--- src/rtl/dec_pkg_v.sv ---
// Shared constants for the registered 3-to-8 decoder slice.
package dec_pkg_v;

  // Default code width and delivered-item counter width.
  localparam int unsigned IN_W_DEF  = 3;
  localparam int unsigned CNT_W_DEF = 8;

  // Output-stage occupancy state encodings.
  localparam int unsigned ST_W = 2;
  localparam logic [ST_W-1:0] ST_EMPTY = 2'd0;
  localparam logic [ST_W-1:0] ST_ONE   = 2'd1;
  localparam logic [ST_W-1:0] ST_TWO   = 2'd2;

endpackage

--- src/rtl/decoder_3_8_comb_v.sv ---
// Pure combinational {code, code_v} -> one-hot decode (inverse of the priority encoder).
module decoder_3_8_comb_v
  import dec_pkg_v::*;
#(
  parameter  int unsigned IN_W  = IN_W_DEF,
  localparam int unsigned OUT_W = 2 ** IN_W
) (
  input  logic [IN_W-1:0]  code,
  input  logic             code_v,
  output logic [OUT_W-1:0] onehot
);

  // Select line for a valid code, nothing for an absent one.
  always_comb begin
    onehot = '0;
    if (code_v) begin
      onehot = OUT_W'(1) << code;
    end
  end

endmodule

--- src/rtl/decoder_3_8_v.sv ---
// Registered 3-to-8 decoder with valid/ready on both sides, a 2-entry skid
// buffer and a wrap-around count of delivered non-zero decodes.
module decoder_3_8_v
  import dec_pkg_v::*;
#(
  parameter  int unsigned IN_W       = IN_W_DEF,
  parameter  int unsigned ACTIVE_LOW = 0,
  parameter  int unsigned CNT_W      = CNT_W_DEF,
  localparam int unsigned OUT_W      = 2 ** IN_W
) (
  input  logic             i_clk,
  input  logic             i_rst,
  input  logic [IN_W-1:0]  i_code,
  input  logic             i_code_v,
  input  logic             i_valid,
  output logic             o_ready,
  output logic [OUT_W-1:0] o_onehot,
  output logic             o_zero,
  output logic             o_valid,
  input  logic             i_ready,
  output logic [CNT_W-1:0] o_count
);

  // Polarity applied before storage; idle vector is all-inactive lines.
  localparam logic             INV     = (ACTIVE_LOW != 0);
  localparam logic [OUT_W-1:0] IDLE_OH = {OUT_W{INV}};

  logic [ST_W-1:0]  state_q;
  logic [ST_W-1:0]  state_d;
  logic             valid_q;
  logic             ready_q;

  logic [OUT_W-1:0] raw_onehot;
  logic [OUT_W-1:0] dec_onehot;
  logic             dec_zero;

  logic [OUT_W-1:0] out_onehot_q;
  logic             out_zero_q;
  logic [OUT_W-1:0] skid_onehot_q;
  logic             skid_zero_q;
  logic [CNT_W-1:0] count_q;

  logic             accept;
  logic             take;
  logic             load_out;
  logic             load_skid;
  logic             out_from_skid;

  decoder_3_8_comb_v #(
    .IN_W (IN_W)
  ) u_dec (
    .code   (i_code),
    .code_v (i_code_v),
    .onehot (raw_onehot)
  );

  // Input-side decode, polarity and zero flag.
  always_comb begin
    dec_onehot = raw_onehot ^ IDLE_OH;
    dec_zero   = ~i_code_v;
  end

  // Handshake events; o_ready comes from registered state only.
  always_comb begin
    accept = i_valid & ready_q;
    take   = valid_q & i_ready;
  end

  // Next-state and storage steering for the skid FSM.
  always_comb begin
    state_d       = state_q;
    load_out      = 1'b0;
    load_skid     = 1'b0;
    out_from_skid = 1'b0;
    case (state_q)
      ST_EMPTY: begin
        if (accept) begin
          state_d  = ST_ONE;
          load_out = 1'b1;
        end
      end
      ST_ONE: begin
        if (accept && !take) begin
          state_d   = ST_TWO;
          load_skid = 1'b1;
        end else if (take && !accept) begin
          state_d = ST_EMPTY;
        end else if (take && accept) begin
          load_out = 1'b1;
        end
      end
      ST_TWO: begin
        // No accept possible here: ready is low while both entries are full.
        if (take) begin
          state_d       = ST_ONE;
          out_from_skid = 1'b1;
        end
      end
      default: begin
        state_d = ST_EMPTY;
      end
    endcase
  end

  // State register with registered valid/ready flags derived from next state.
  always_ff @(posedge i_clk) begin
    if (i_rst) begin
      state_q <= ST_EMPTY;
      valid_q <= 1'b0;
      ready_q <= 1'b1;
    end else begin
      state_q <= state_d;
      valid_q <= (state_d != ST_EMPTY);
      ready_q <= (state_d != ST_TWO);
    end
  end

  // OUT and SKID entries; reset discards anything held.
  always_ff @(posedge i_clk) begin
    if (i_rst) begin
      out_onehot_q  <= IDLE_OH;
      out_zero_q    <= 1'b0;
      skid_onehot_q <= IDLE_OH;
      skid_zero_q   <= 1'b0;
    end else begin
      if (load_out) begin
        out_onehot_q <= dec_onehot;
        out_zero_q   <= dec_zero;
      end else if (out_from_skid) begin
        out_onehot_q <= skid_onehot_q;
        out_zero_q   <= skid_zero_q;
      end
      if (load_skid) begin
        skid_onehot_q <= dec_onehot;
        skid_zero_q   <= dec_zero;
      end
    end
  end

  // Count delivered items that carried a valid code; wraps naturally.
  always_ff @(posedge i_clk) begin
    if (i_rst) begin
      count_q <= '0;
    end else if (take && !out_zero_q) begin
      count_q <= count_q + CNT_W'(1);
    end
  end

  assign o_ready  = ready_q;
  assign o_valid  = valid_q;
  assign o_onehot = out_onehot_q;
  assign o_zero   = out_zero_q;
  assign o_count  = count_q;

endmodule

--- config.mk ---
export PLATFORM = sky130hd
export DESIGN_NAME = decoder_3_8_v
export DESIGN_NICKNAME = d
export VERILOG_FILES = /design/src/rtl/dec_pkg_v.sv /design/src/rtl/decoder_3_8_comb_v.sv /design/src/rtl/decoder_3_8_v.sv
export SDC_FILE = /design/constraint.sdc
export NUM_CORES = 1
export LEC_CHECK = 0
export ABC_AREA = 1
export BUFFER_PORTS_ARGS = -buffer_cell sky130_fd_sc_hd__buf_2
export CORE_MARGIN = 1
export CORE_UTILIZATION = 48
export CTS_CLUSTER_DIAMETER = 80
export DETAILED_ROUTE_END_ITERATION = 10
export GPL_TIMING_DRIVEN = 0
export HOLD_SLACK_MARGIN = 0.03
export MAX_ROUTING_LAYER = met4
export PLACE_DENSITY = 0.79
export SYNTH_ARGS = -nofsm -noshare
export SYNTH_HDL_FRONTEND = slang
export SYNTH_HIERARCHICAL = 1
export SYNTH_SLANG_ARGS = --single-unit
--- constraint.sdc ---
create_clock -name i_clk -period 1.15 [get_ports i_clk]
set_input_delay 0.23 -clock i_clk [delete_from_list [all_inputs] [get_ports i_clk]]
set_output_delay 0.23 -clock i_clk [all_outputs]
set_load 0.02 [all_outputs]
### Word-level counts from Yosys, hierarchy flattened

Cells that the tools add are included.
Widths: inputs -> output; s select.

* register bits after elaboration: 30
* bits in latches: 0
* RAM bits: 0
* memories kept: 0
* output and inout port bits: 19
* memory bits (read-only): 0

* order comparisons: 0
* equality and inequality tests: 3
* $mul: 0
* multiplexer cells: 19
* shift-type cells: 1
* divide/modulo/power cells: 0
* $add $sub $neg: 1
* reductions and logical operators: 10
* bitwise gates (word level): 3

Operators with widths (number)
* $mux 8: 3
* $mux 1: 10
* $add 8x1->8 const B: 1
* $mux 2: 4
* $shl 1x3->8 const A: 1
* $pmux 2 s3: 1
* $logic_and 1x1->1: 4
* $reduce_bool 2->1: 2
* $logic_not 1->1: 3
* $and 1x1->1: 2
* $eq 2x1->1 const B: 1
* $eq 2x2->1 const B: 1
* $logic_not 2->1: 1
* $ne 2x2->1 const B: 1
* $pmux 1 s2: 1
* $not 1->1: 1

### Logic depth before layout (Yosys ltp)

* depth in word-level cells: 7
* mapped depth: 8
* depth with buffers taken out: 8

### Modules after synthesis

Netlist, hierarchy kept.

Modules (own cells, without submodules)
* decoder_3_8_v: area an instance 1373.8 µm², cells an instance 188, sequential area each 600.6 µm², times used 1
* decoder_3_8_comb_v: area an instance 63.8 µm², cells an instance 17, sequential area each 0.0 µm², times used 1

### Least setup slack after synthesis

Ideal clock, no wire load.

* path kind: register -> register
* start: reg ready_q, in the netlist o_ready
* end: reg out_zero_q, in the netlist o_zero
* cell stages (with the launch flop): 9
* setup time: 0.109 ns
* period minus slack after synthesis: 1.289 ns
* path slack: -0.139 ns
* required time: 1.041 ns
* buffers on the path: 1
* data arrival time: 1.181 ns
* path through: dfxtp_1 > nand2_2 > nor2_4 > nand2_4 > buf_6 > o21ai_2 > inv_1 > nand2_1 > inv_1

* word-level cells in the longest chain between the ends: 7
* elaborated cells between the ends (all ways): 12

Ends and longest elaborated chain
* start, declared: line decoder_3_8_v.sv:31 `logic ready_q;`
* start signal, assigned: line decoder_3_8_v.sv:114 `ready_q <= (state_d != ST_TWO);`
* $and 1x1->1 *: line decoder_3_8_v.sv:65 `accept = i_valid & ready_q;`
* $logic_and 1x1->1 or $logic_not 1->1 (tied branches): line decoder_3_8_v.sv:88, decoder_3_8_v.sv:86
* $mux 1 or $logic_and 1x1->1 (tied branches): line decoder_3_8_v.sv:88, decoder_3_8_v.sv:86
* $mux 1: line decoder_3_8_v.sv:86 `end else if (take && !accept) begin`
* $mux 1: line decoder_3_8_v.sv:83 `if (accept && !take) begin`
* $pmux 1 s2 *: line decoder_3_8_v.sv:75 `case (state_q)`
* $mux 1 or $reduce_bool 2->1 (tied branches)
* end signal, assigned: line decoder_3_8_v.sv:128 `out_zero_q <= dec_zero;`
* end signal, assigned: line decoder_3_8_v.sv:131 `out_zero_q <= skid_zero_q;`
* end, declared: line decoder_3_8_v.sv:38 `logic out_zero_q;`

Every way passes the cells marked *; elsewhere a longest branch is shown, timed or not.
A chain may end at the register's enable or synchronous reset.

### Worst setup path in the final report

* start: reg ready_q, in the netlist o_ready
* end: reg valid_q, in the netlist o_valid

* word-level cells in the longest chain between the ends: 7
* elaborated cells between the ends (all ways): 9

Ends and longest elaborated chain
* $and 1x1->1 *: line decoder_3_8_v.sv:65
* $logic_not 1->1: line decoder_3_8_v.sv:86
* $logic_and 1x1->1: line decoder_3_8_v.sv:86
* $mux 2: line decoder_3_8_v.sv:86
* $mux 2: line decoder_3_8_v.sv:83
* $pmux 2 s3 *: line decoder_3_8_v.sv:75
* $reduce_bool 2->1 *: line decoder_3_8_v.sv:113 `valid_q <= (state_d != ST_EMPTY);`
* end signal, assigned: line decoder_3_8_v.sv:113
* end, declared: line decoder_3_8_v.sv:30 `logic valid_q;`

Marks and branches as above.

==> impl_metrics.csv <==
group,metric,value,unit
grt,grt_max_degree,11,
setup_path,rrSetupSlack,-0.01,ns
power_and_ir_drop,seq_power_share,52.7,%
clock_network,clk_path_buf_depth,2,
hold_path,min_to,"state_q[0]$_SDFF_PP0_",
grt,globalRouteMet2Util,30.78,%
clock_network,cts_sinks,30,
power_and_ir_drop,p_leak,0.9365,nW
yosys,async_reset_ff_share,0,%
sta,period_minus_slack,1.164,ns
floorplanning,initial_core_util,51.25,%
setup_path,cp-end-kind,"register",
place,place_ws,-0.1190,ns
yosys,ys_ff_latch,30,
setup_path,r2r_end,"o_valid$_SDFF_PP0_",
sta,rsz0062_at_grt,"yes",
setup_path,crit_type,"register to register",
sta,report.final.slew_viol_count,0,
place,placed_area,1619,µm²
drt,drc,2,
cells_and_area,drive_above_1_share,35.89,%
hold_path,min_path_cells,2,
setup_path,cp_max_fo,10,
yosys,ys_seq_area_share,41.78,%
yosys,synth_cell_type_count,25,
yosys,synth_ff_type,"dfxtp_1",
yosys,syn-cell-area,1438,µm²
cells_and_area,final_nets,257,
floorplanning,die_h,56.73,µm
grt,gr-total-overflow,0,
cells_and_area,fin_util,68.11,%
clock_network,hold_buffers,0,
setup_path,cp-start-kind,"register",
status,status,"finished with violations",
drt,num_vias,1414,
grt,busiest_layer,"met2",
power_and_ir_drop,power_frac_comb,21.2,%
hold_path,hold_path_class,"primary input to register",
grt,groute.usage.overall,21.40,%
cells_and_area,fill_cells,237,
clock_network,cts-root-buf,"clkbuf_4",
sta,tns,-0.03451,ns
place,dp_hpwl,2019,µm
yosys,syn_inst,205,
status,violations,"design-rule violations, negative setup slack",
clock_network,cts_tree,"built",
power_and_ir_drop,swShare,30.70,%
floorplanning,rows,19,
clock_network,h-tree-depth,2,
grt,grt_pass1_wl,5092,µm
yosys,ys_warn_count,6,
setup_path,required,1.41,ns
flow_run,maxCapViolCount,0,
setup_path,worstReg2RegStart,"o_ready$_SDFF_PP1_",
floorplanning,core_area,2805,µm²
sta,finalHoldViolCount,0,
floorplanning,die_w,56.73,µm
hold_path,min_from,"i_rst",
sta,fin_crit_sh,101.2,%
cells_and_area,stdcell_area,1911,µm²
clock_network,cts.clk_slew.worst_paths,0.09,ns
yosys,synth_top_area_share,41.78,%
place,place_congestion,0.8416,
place,port_buffers,26,
sta,max_freq,0.8594,GHz
yosys,synth_edf_count,0,
sta,relSlewSlack,73.23,%
floorplanning,num_io_pins,27,
drt,drt-initial-drc-count,48,
sta,setup_slack,-0.01357,ns
power_and_ir_drop,power.switching,0.6697,mW
yosys,yosys.area.top_type,"dfxtp_1",
clock_network,clk_latency,0.33,ns
grt,met3_usage,6.452,%
grt,grt_pass1_vias,1185,
sta,worst_pin_slew,0.4016,ns
yosys,syn_nets,214,
drt,drt_wl_total,3341,µm
cells_and_area,syn_to_final_growth,32.90,%
cells_and_area,antenna_cells,0,
drt,wl_per_cell,11.97,µm
drt,first_pass_iters,7,
sta,setup_violations,4,
drt,ant_nets,0,
sta,fin_worst_skew,0.007159,ns
power_and_ir_drop,p_int,1.512,mW
power_and_ir_drop,pwr_density_cell,1142,nW/µm²
yosys,yosysMostFrequentCell,"nor2_1",
power_and_ir_drop,p_clk_share,26.1,%
yosys,avgSynthCellArea,7.013,µm²
yosys,yosys-top-cells-area,"dfxtp_1 42%, nor2_1 11%, nand2_1 9.1%",
power_and_ir_drop,peakVddDrop,0.6756,mV
power_and_ir_drop,finalPower,2.182,mW
clock_network,cts_buffers,5,
setup_path,crit_arrival,1.43,ns
setup_path,r2r_cells,7,
drt,avgViaCountPerCell,5.068,
grt,antenna_found_initial,0,
floorplanning,dieArea,3218,µm²
grt,use_met1,26.65,%
yosys,yosys-top-cells-count,"43 x nor2_1, 35 x nand2_1, 30 x dfxtp_1, 29 x inv_1, 24 x nand3_1",
per-layer routing:
layer / part of all wire [%] / up-vias / wire length [µm]
li1: - / 735 / -
met1: 45 / 627 / 1510
met2: 46 / 41 / 1553
met3: 5.5 / 11 / 184
met4: 2.8 / 0 / 93
met5: 0 / - / 0
metrics by stage:
| step | std cells | hold WS (ns) |
|---|---|---|
| 6_report | 279 | 0.1226 |
| 5_1_grt | 279 | 0.1359 |
| 4_1_cts | 273 | 0.1072 |
| 3_5_place_dp | 262 | 0.4719 |
| 3_3_place_gp | 262 | 0.4639 |
| 2_1_floorplan | 205 | 0.3015 |
power by group through the flow:
stage	clock network (mW)	logic, mW	registers [mW]
global placement	0	0.330	1.16
global route	0.632	0.503	1.16
floorplan	0	0.217	1.18
detailed placement	0	0.335	1.16
CTS	0.588	0.364	1.14
finish	0.570	0.463	1.15
worst max-delay path, cell delays in order, from the launching register on:
cell and delay (ns):
dfxtp_4 0.36, nand2_4 0.05, nor2_4 0.15, buf_6 0.13
nand3_4 0.12, inv_8 0.12, o21ai_2 0.07, o21ai_1 0.09
state kept, by name, indices dropped and copies added, names as in the netlist:
name and cells:
o_ready 1, state_q 2, o_zero 1, o_onehot 8
skid_onehot_q 8, skid_zero_q 1, o_count 8, o_valid 1
area by class of cell:
type	instances	area (µm²)	share of cell area, %
plain buffers	4	35.03	1.834
well taps	31	38.79	2.030
flip-flops and latches	30	625.6	32.74
inverters	31	128.9	6.745
clock buffers	7	45.04	2.358
repair buffers	35	224.0	11.72
multi-input cells	141	813.3	42.57
worst max path at each step:
stage                                  start                        to
final                     o_ready$_SDFF_PP1_        o_valid$_SDFF_PP0_
after global routing      o_valid$_SDFF_PP0_       o_zero$_SDFFE_PP0P_
after CTS                 o_ready$_SDFF_PP1_  o_onehot[1]$_SDFFE_PP0P_
after detailed placement             i_valid  o_onehot[7]$_SDFFE_PP0P_
after global placement               i_valid       o_zero$_SDFFE_PP0P_
after floorplan           o_ready$_SDFF_PP1_       o_zero$_SDFFE_PP0P_
kinds of logic (layout without fill, tap and decap cells):
group,Yosys count,after routing,synth area share (%)
buf+inv,35,77,10.62
compound gates,21,21,8.529
fa+ha+maj,1,1,0.8702
flops,30,30,41.78
simple gates,118,119,38.21
timing repair:
item                                    CTS  global route
cloned                                    0             3
pin swaps                                 2             4
endpoints found under the setup margin   26            28
gates resized for setup                   8            45
buffers inserted                          4             3
placed cells by master, fill, tap and decap left out, types with 2 or more instances in the layout:
cell,n
nor2_1,40
buf_6,2
dfxtp_1,20
clkbuf_1,3
clkbuf_4,5
o21ai_0,4
o21ai_2,2
nand3_2,12
a21oi_1,2
nand3_4,3
nand4_1,3
nand2_4,3
nand3_1,14
nor2_4,4
dfxtp_2,5
buf_2,25
o21ai_1,11
nand2_2,4
dfxtp_4,5
buf_4,9
inv_1,28
nand2_1,32
nor2_2,2
Note: power is estimated with default switching activity, not from simulation.
